[src/rtl/pipeline_ctrl_pkg.sv]
// Shared definitions for the pipeline controller: stall vector encodings,
// exception cause codes, FSM state type and the stall priority decoder.
package pipeline_ctrl_pkg;

  // One-hot-prefix stall vectors: bit0 PC, 1 IF, 2 ID, 3 EX, 4 MEM, 5 WB.
  localparam logic [5:0] STALL_NONE = 6'b000000;
  localparam logic [5:0] STALL_IF   = 6'b000011;
  localparam logic [5:0] STALL_ID   = 6'b000111;
  localparam logic [5:0] STALL_EX   = 6'b001111;
  localparam logic [5:0] STALL_MEM  = 6'b011111;

  // Exception cause codes delivered by MEM.
  localparam logic [31:0] EXC_INT     = 32'h0000_0001;
  localparam logic [31:0] EXC_SYSCALL = 32'h0000_0008;
  localparam logic [31:0] EXC_RI      = 32'h0000_000a;
  localparam logic [31:0] EXC_TRAP    = 32'h0000_000d;
  localparam logic [31:0] EXC_OV      = 32'h0000_000c;
  localparam logic [31:0] EXC_ERET    = 32'h0000_000e;

  typedef enum logic [0:0] {
    ST_RUN      = 1'b0,
    ST_EXC_PEND = 1'b1
  } ctrl_state_e;

  // The deepest requesting stage wins; everything upstream of it holds too.
  function automatic logic [5:0] stall_decode(input logic req_if, input logic req_id,
                                              input logic req_ex, input logic req_mem);
    logic [5:0] v;
    if (req_mem) begin
      v = STALL_MEM;
    end else if (req_ex) begin
      v = STALL_EX;
    end else if (req_id) begin
      v = STALL_ID;
    end else if (req_if) begin
      v = STALL_IF;
    end else begin
      v = STALL_NONE;
    end
    return v;
  endfunction

endpackage

[src/rtl/pipeline_ctrl_watchdog.sv]
// Stall watchdog: counts consecutive cycles in which the PC is held and sets
// a sticky timeout flag once the count reaches WDOG_LIMIT.
// Ports:
//   clk, rst      clock and synchronous active-high reset
//   stall_pc_i    stall_o[0] from the controller (PC held this cycle)
//   timeout_o     sticky flag, cleared only by rst
module pipeline_ctrl_watchdog #(
  parameter int unsigned WDOG_LIMIT = 1024,
  parameter int unsigned WDOG_W     = 11
) (
  input  logic clk,
  input  logic rst,
  input  logic stall_pc_i,
  output logic timeout_o
);

  localparam logic [WDOG_W-1:0] LIMIT = WDOG_W'(WDOG_LIMIT);

  logic [WDOG_W-1:0] cnt_q, cnt_d;
  logic              timeout_q;

  // Next count: run of held cycles, saturating at the limit.
  always_comb begin
    cnt_d = cnt_q;
    if (!stall_pc_i) begin
      cnt_d = {WDOG_W{1'b0}};
    end else if (cnt_q != LIMIT) begin
      cnt_d = cnt_q + {{(WDOG_W-1){1'b0}}, 1'b1};
    end else begin
      cnt_d = cnt_q;
    end
  end

  // Counter and sticky flag registers; the flag sets at the edge the count reaches the limit.
  always_ff @(posedge clk) begin
    if (rst) begin
      cnt_q     <= {WDOG_W{1'b0}};
      timeout_q <= 1'b0;
    end else begin
      cnt_q     <= cnt_d;
      timeout_q <= timeout_q | (cnt_d == LIMIT);
    end
  end

  assign timeout_o = timeout_q;

endmodule

[src/rtl/pipeline_ctrl.sv]
// Central controller for the 5-stage core: stall arbitration, exception
// flush/redirect (deferred while MEM waits on the data bus), stall and flush
// statistics, and a stall watchdog.
// Ports:
//   clk, rst            clock, synchronous active-high reset
//   stallreq_*_i        per-stage stall requests (IF, ID, EX, MEM)
//   excepttype_i        exception cause from MEM, 0 = none
//   cp0_epc_i           current EPC (ERET target)
//   stall_o             hold vector to the pipeline registers (combinational)
//   flush_o, new_pc_o   flush strobe and redirect target (combinational)
//   stall_timeout_o     sticky watchdog flag
//   stall_cycles_o      cycles with any stall, wrapping
//   flush_count_o       flushes issued, saturating
module pipeline_ctrl
  import pipeline_ctrl_pkg::*;
#(
  parameter logic [31:0] EXC_VECTOR = 32'h0000_0020,
  parameter int unsigned WDOG_LIMIT = 1024,
  parameter int unsigned WDOG_W     = 11
) (
  input  logic        clk,
  input  logic        rst,
  input  logic        stallreq_if_i,
  input  logic        stallreq_id_i,
  input  logic        stallreq_ex_i,
  input  logic        stallreq_mem_i,
  input  logic [31:0] excepttype_i,
  input  logic [31:0] cp0_epc_i,
  output logic [5:0]  stall_o,
  output logic        flush_o,
  output logic [31:0] new_pc_o,
  output logic        stall_timeout_o,
  output logic [31:0] stall_cycles_o,
  output logic [15:0] flush_count_o
);

  ctrl_state_e state_q, state_d;
  logic [31:0] exc_q, exc_d;
  logic [31:0] stall_cycles_q;
  logic [15:0] flush_count_q;
  logic [5:0]  stall_s;
  logic        flush_s;
  logic [31:0] cause_s;
  logic [31:0] new_pc_s;

  // Stall/flush decode and FSM next state; outputs stay quiet while rst is high.
  always_comb begin
    stall_s = STALL_NONE;
    flush_s = 1'b0;
    cause_s = 32'h0000_0000;
    state_d = state_q;
    exc_d   = exc_q;
    if (rst) begin
      state_d = ST_RUN;
      exc_d   = 32'h0000_0000;
    end else begin
      case (state_q)
        ST_RUN: begin
          if (excepttype_i != 32'h0000_0000) begin
            if (!stallreq_mem_i) begin
              // Flush beats any stall request raised in the same cycle.
              flush_s = 1'b1;
              cause_s = excepttype_i;
            end else begin
              // MEM still owns the bus: hold it and remember the cause.
              stall_s = STALL_MEM;
              state_d = ST_EXC_PEND;
              exc_d   = excepttype_i;
            end
          end else begin
            stall_s = stall_decode(stallreq_if_i, stallreq_id_i, stallreq_ex_i, stallreq_mem_i);
          end
        end
        ST_EXC_PEND: begin
          if (stallreq_mem_i) begin
            stall_s = STALL_MEM;
          end else begin
            flush_s = 1'b1;
            cause_s = exc_q;
            state_d = ST_RUN;
            exc_d   = 32'h0000_0000;
          end
        end
        default: begin
          state_d = ST_RUN;
          exc_d   = 32'h0000_0000;
        end
      endcase
    end
  end

  // Redirect target: ERET returns to EPC as seen in the flush cycle.
  always_comb begin
    if (!flush_s) begin
      new_pc_s = 32'h0000_0000;
    end else if (cause_s == EXC_ERET) begin
      new_pc_s = cp0_epc_i;
    end else begin
      new_pc_s = EXC_VECTOR;
    end
  end

  // FSM state, latched cause and performance counters.
  always_ff @(posedge clk) begin
    if (rst) begin
      state_q        <= ST_RUN;
      exc_q          <= 32'h0000_0000;
      stall_cycles_q <= 32'h0000_0000;
      flush_count_q  <= 16'h0000;
    end else begin
      state_q <= state_d;
      exc_q   <= exc_d;
      if (stall_s != STALL_NONE) begin
        stall_cycles_q <= stall_cycles_q + 32'h0000_0001;
      end
      if (flush_s && (flush_count_q != 16'hFFFF)) begin
        flush_count_q <= flush_count_q + 16'h0001;
      end
    end
  end

  pipeline_ctrl_watchdog #(
    .WDOG_LIMIT (WDOG_LIMIT),
    .WDOG_W     (WDOG_W)
  ) u_watchdog (
    .clk        (clk),
    .rst        (rst),
    .stall_pc_i (stall_s[0]),
    .timeout_o  (stall_timeout_o)
  );

  assign stall_o        = stall_s;
  assign flush_o        = flush_s;
  assign new_pc_o       = new_pc_s;
  assign stall_cycles_o = stall_cycles_q;
  assign flush_count_o  = flush_count_q;

endmodule

[config.mk]
export PLATFORM = sky130hd
export DESIGN_NAME = pipeline_ctrl
export DESIGN_NICKNAME = d
export VERILOG_FILES = /design/src/rtl/pipeline_ctrl_pkg.sv /design/src/rtl/pipeline_ctrl_watchdog.sv /design/src/rtl/pipeline_ctrl.sv
export SDC_FILE = /design/constraint.sdc
export NUM_CORES = 1
export LEC_CHECK = 0
export ABC_AREA = 1
export BUFFER_PORTS_ARGS = -buffer_cell sky130_fd_sc_hd__buf_4
export CORE_MARGIN = 1.5
export CORE_UTILIZATION = 40
export CTS_BUF_LIST = sky130_fd_sc_hd__clkbuf_4 sky130_fd_sc_hd__clkbuf_8
export CTS_CLUSTER_SIZE = 10
export DETAILED_ROUTE_END_ITERATION = 8
export PLACE_DENSITY = 0.67
export SKIP_LAST_GASP = 1
export SYNTH_ARGS = -nofsm -noshare
export SYNTH_HDL_FRONTEND = slang
export SYNTH_SLANG_ARGS = --single-unit
[constraint.sdc]
create_clock -name clk -period 1.8 [get_ports clk]
set_input_delay 0.09 -clock clk [delete_from_list [all_inputs] [get_ports clk]]
set_output_delay 0.09 -clock clk [all_outputs]
set_load 0.1 [all_outputs]
==> results.cfg, run 1 <==
[sta]
hold_viol_final = 0
fin_tns_setup_ns = -27.03
rsz0062_at_grt = yes
slew_headroom_pct = 58.17
slew_violations = 0
min_period_ns = 2.567
setup_ws_ns = -0.7673
worst_pin_slew_ns = 0.6218
min_period_over_period_pct = 142.6
finalSetupViolations = 71
finalClockSkew_ns = 0.007782
clock.fmax_mhz = 389.5

[synthesis]
synth.avg_cell_area_sq_um = 6.142
synth_seq_cells = 93
syn-num-nets = 1031
yosys.cell_types.count = 40
ys_seq_area_share_pct = 31.67
syn_inst = 957
yosysWarnings = 0
netlist_area_sq_um = 5878

[floorplan]
die-height_microns = 124.2
ios = 158
die_area_sq_um = 15430
die_x_microns = 124.2
start_util_pct = 40.75
core_area_sq_um = 14420
row_count = 44

[critical_path]
cp-end-kind = primary output
crit_family = simple AND/OR/NAND/NOR gates
worstPathArrival_ns = 2.48
max_stage_delay_ns = 0.42
crit_type = reg2out
crit_chain = buf_8, nor2_1, nor4_1, nand4_1, nand2_2, nand3_4, buf_12, nor3_4, buf_12
critPathLaunchType = register
rrSetupSlack_ns = -0.20
cp_slowest_cell = dfxtp_4
cp_max_fo = 10
worstPathRequired_ns = 1.71
crit_buf_inv = 3
worst_path_most_repeated_cell = buf_12

[cells_and_area]
final_common_cell = buf_4
drive_above_1_share_pct = 37.98
design_area_sq_um = 9812
fill_cells = 1194
nNetsFinal = 1276
stdcell_count = 1390
final_cell_mix = buf_4 (212), nand2_1 (167), nor2_1 (116), inv_1 (115), a21oi_1 (84)
area_growth_pct = 66.92
antenna_cells = 0

[clock_network]
cts-root-buf = clkbuf_8
worst_skew_pair.late_latency_ns = 0.38
h-tree-depth = 3
clk_path_buf_depth = 2
clk_pin_slew_ns = 0.09
cts_tree = built
numClockSinks = 93
numCtsBuffers = 9
cts_hold_buf = 0

[detailed_routing]
wl_met2_mm = 9.459
drt-vias-per-instance = 5.219
first_iter_violations = 463
routedWlPerCell_microns = 14.53
highest_layer = met4
vias = 7254
drcViolationCount = 0
drtAntennaViolNets = 0
met3_length_mm = 1.271
wl_mm = 20.20
m1WireLength_mm = 8.856
dr.pass1.iters = 5

[run_status]
outcome = complete, but fails checks
violations = setup timing

[pwr]
leakagePower_nw = 4.279
p_per_area_nw_per_um2 = 492.4
peakVddDrop_mv = 0.3122

[placed_design]
hpwl_mm = 13.87
place_area_sq_um = 8508
placed_cells_incl_taps = 1352
gp_congestion = 0.8575
dpl_worst_slack_ns = -0.3891
numPortBuffers = 156

[global_routing]
grt_pass1_wl_mm = 30.41
antenna_found_initial = 0
grt_max_degree = 35
grt_use_total_pct = 23.52
globalRouteOverflowTotal = 0
grt_pass1_vias = 6359

[min_path]
hp-class = in2reg

[job]
drv_cap = 0
-- worst reg2reg max path, stage by stage (launching register included) --
cell,delay [ns]
dfxtp_4,0.39
buf_12,0.14
clkinv_8,0.06
clkbuf_16,0.14
buf_8,0.11
nand2_4,0.07
buf_6,0.12
a21oi_4,0.16
buf_12,0.14
buf_8,0.11
nand3b_1,0.12
or2_0,0.24
a21oi_1,0.13
-- Yosys cell counts (all sizes together) --
master | instances | area, sq um
nand3b | 3 | 22.52
xnor2 | 8 | 70.07
a21boi | 1 | 7.510
conb | 1 | 3.750
xor2 | 9 | 78.83
nand2 | 183 | 706.9
nand2b | 1 | 6.260
o31ai | 1 | 7.510
or2 | 3 | 18.77
clkbuf | 23 | 86.33
and2 | 1 | 6.260
nor3 | 59 | 295.3
o21a | 1 | 7.510
a31oi | 1 | 6.260
o21bai | 4 | 30.03
and3 | 5 | 31.28
ha | 4 | 50.05
nand4 | 23 | 143.9
inv | 123 | 461.7
o21ai | 101 | 509.2
dfxtp | 93 | 1862
a21oi | 89 | 468.0
nand3 | 39 | 195.2
nor3b | 2 | 15.01
o211ai | 5 | 37.54
nor2 | 137 | 534.3
nor4 | 10 | 62.56
buf | 27 | 153.9
-- flip-flops by register name (all words and copies together), names as in the netlist --
name / count
exc_q: 32
stall_cycles_o: 32
flush_count_o: 16
u_watchdog.timeout_o: 1
state_q: 1
u_watchdog.cnt_q: 11
-- stage by stage --
stage | hold WS, ns | total power, W | utilization [%]
2_1_floorplan | 0.2549 | 0.002829 | -
3_3_place_gp | 0.4404 | 0.003245 | 58.99
3_5_place_dp | 0.4461 | 0.003255 | 58.99
4_1_cts | 0.06339 | 0.004713 | 62.08
5_1_grt | 0.09812 | 0.005043 | 68.03
6_report | 0.06717 | 0.004831 | 68.03
-- power by group --
part	internal, W	switching (W)	leakage [nW]
registers	0.00209	0.0000371	0.784
clock network	0.000697	0.000748	0.101
logic	0.000533	0.000725	3.39
-- area by class of cell --
type	instances	area [sq um]	area share (%)
Timing Repair Buffer	284	2918	29.74
Sequential cell	93	1966	20.03
Clock inverter	2	35.03	0.3571
Inverter	123	478.0	4.871
Clock buffer	13	153.9	1.568
Multi-Input combinational cell	691	4031	41.09
Tap cell	184	230.2	2.346
-- metal layers --
metal  global-route usage (%)  up-vias
met1                    33.02     3329
met4                    7.640        0
met2                    37.17      272
met5                        0        -
met3                    3.362       43
li1                         -     3610
-- kinds of logic (layout without fill, tap and decap cells) --
family                     after synthesis  in the layout  synth area share [%]
buffers and inverters                  173            422                 11.94
other                                    1              1               0.06380
AOI/OAI and AO/OA                      203            203                 18.26
adders and majority gates                4              4                0.8515
xor gates and xnor gates                17             17                 2.533
DFF                                     93             93                 31.67
and+or+nand+nor                        466            466                 34.67
-- worst paths after layout --
kind	cells past startpoint	from	to
max reg2reg	12	state_q	stall_cycles_o[15]
min	5	excepttype_i[21]	exc_q[21]
min reg2reg	1	stall_cycles_o[8]	stall_cycles_o[8]
max	9	state_q	new_pc_o[20]
-- timing repair --
action | 4_1_cts | 5_1_grt
cloned | 0 | 5
gates resized for setup | 67 | 154
setup endpoints to repair | 80 | 82
pin swaps | 0 | 36
setup buffers | 0 | 18
Power figures use the tool's default switching activity.
==> run 2: changes to the inputs <==
CORE_UTILIZATION = 31   (was 40)
GPL_ROUTABILITY_DRIVEN = 0   (was not set)
PLACE_DENSITY = 0.55   (was 0.67)
==> run 2 against run 1 <==
  * The flow still finishes with violations (setup timing)
  * Non-clock buffer count decreased by 4
  * Register-to-register slack improved by 0.15 ns
  * Sequential share of layout area increased by 0.12 points
  * Core utilization decreased by 16 points
  * Largest cell class unchanged
  * Highest routed layer unchanged
==> results.cfg, run 2 (synthesized netlist as in run 1, its figures left out) <==
[critical_path]
crit_chain = buf_6, nor2_2, nor4_2, and2_1, nand4_1, nand2_2, nand3_4, buf_12, nor3_4, buf_12
cp.depth = 10
cp_max_fo = 17
worstPathArrival_ns = 2.40
crit_buf_inv = 3
worst_path_most_repeated_cell = buf_12
cp_slowest_cell = dfxtp_4
worstPathRequired_ns = 1.71
crit_type = reg2out
reg2reg_depth = 10
crit_family = simple AND/OR/NAND/NOR gates
critPathLaunchType = register
max_stage_delay_ns = 0.42
cp-end-kind = primary output

[sta]
setup_ws_ns = -0.6863
finalClockSkew_ns = 0.01691
finalSetupViolations = 43
hold_viol_final = 0
clock.fmax_mhz = 402.2
slew_violations = 0
rsz0062_at_grt = yes
min_period_ns = 2.486
min_period_over_period_pct = 138.1
fin_tns_setup_ns = -21.20

[detailed_routing]
wl_mm = 20.54
drtAntennaViolNets = 0
routedWlPerCell_microns = 14.30
drt-vias-per-instance = 4.855
drcViolationCount = 0
dr.pass1.iters = 5
first_iter_violations = 458
vias = 6977

[clock_network]
numClockSinks = 93
cts-root-buf = clkbuf_8
numCtsBuffers = 9
clk_pin_slew_ns = 0.10
worst_skew_pair.late_latency_ns = 0.38
h-tree-depth = 3
cts_tree = built
clk_path_buf_depth = 2

[cells_and_area]
drive_above_1_share_pct = 37.49
nNetsFinal = 1272
area_growth_pct = 66.50
final_cell_mix = buf_4 (212), nand2_1 (168), nor2_1 (118), inv_1 (111), a21oi_1 (86)
design_area_sq_um = 9787
antenna_cells = 0
seqCellArea_sq_um = 1972
fill_cells = 1808
final_common_cell = buf_4
multiInputGateArea_sq_um = 3974

[global_routing]
grt_use_total_pct = 20.05
globalRouteOverflowTotal = 0
grt_pass1_wl_mm = 32.10
grt_max_degree = 51
antenna_found_initial = 0
grt_pass1_vias = 6456

[floorplan]
die_x_microns = 140.7
core_area_sq_um = 18640
start_util_pct = 31.53
ios = 158
die-height_microns = 140.7
die_area_sq_um = 19800
row_count = 50

[min_path]
hold_depth = 5
hp-class = in2reg

[run_status]
violations = setup timing
outcome = complete, but fails checks

[placed_design]
numPortBuffers = 156
place_area_sq_um = 8621
hpwl_mm = 14.67

[pwr]
leakagePower_nw = 4.268
p_per_area_nw_per_um2 = 512.2
report.power.total_w = 0.005013
peakVddDrop_mv = 0.3132

[job]
drv_cap = 0
## run 2: power by group
part / switching, W / internal (W)
clock network: 0.000797 / 0.000845
logic: 0.000714 / 0.000527
registers: 0.0000371 / 0.00209
## run 2: path summary, 6_finish.rpt
check	from	endpoint	slack [ns]
worst max-delay path	state_q	new_pc_o[31]	-0.69
worst min-delay path	excepttype_i[13]	exc_q[13]	0.06
worst max register to register	state_q	stall_cycles_o[15]	-0.05
worst min register to register	stall_cycles_o[8]	stall_cycles_o[8]	0.46
## run 2: worst min-delay path: cells and delay by family
kind,cells,cell delay [ns]
and+or+nand+nor,2,0.16
buffers and inverters,2,0.12
AOI/OAI and AO/OA,1,0.04
## run 2: cell type report
cell class	count	area share (%)
well taps	234	2.992
clock buffers	11	1.483
repair buffers	280	29.17
clock inverters	5	0.8438
flip-flops and latches	93	20.15
multi-input cells	691	40.60
inverters	123	4.756
## run 2: routing by layer
metal / vias to the layer above / track usage, % / share of wire [%]
met4: 0 / 5.702 / 1.5
li1: 3610 / - / -
met5: - / 0 / 0
met1: 3179 / 27.08 / 46
met2: 165 / 33.58 / 48
met3: 23 / 2.548 / 4.0
## run 2: through the flow
step           util (%)  cells  hold slack (ns)  setup slack, ns
2_1_floorplan         -    957           0.2549          -0.4035
3_3_place_gp      46.24   1402           0.3823          -0.4315
3_5_place_dp      46.24   1402           0.3770          -0.4691
4_1_cts           50.26   1422          0.03902          -0.6172
5_1_grt           52.50   1437          0.07804          -0.8342
6_report          52.50   1437          0.05920          -0.6863
## run 2: what timing repair did
| item | 4_1_cts | 5_1_grt |
|---|---|---|
| hold endpoints to repair | 3 | 0 |
| buffers inserted | 2 | 12 |
| hold buffers | 1 | 0 |
| pin swaps | 4 | 36 |
| gates cloned | 1 | 4 |
| setup endpoints to repair | 116 | 80 |
| gates resized for setup | 112 | 79 |
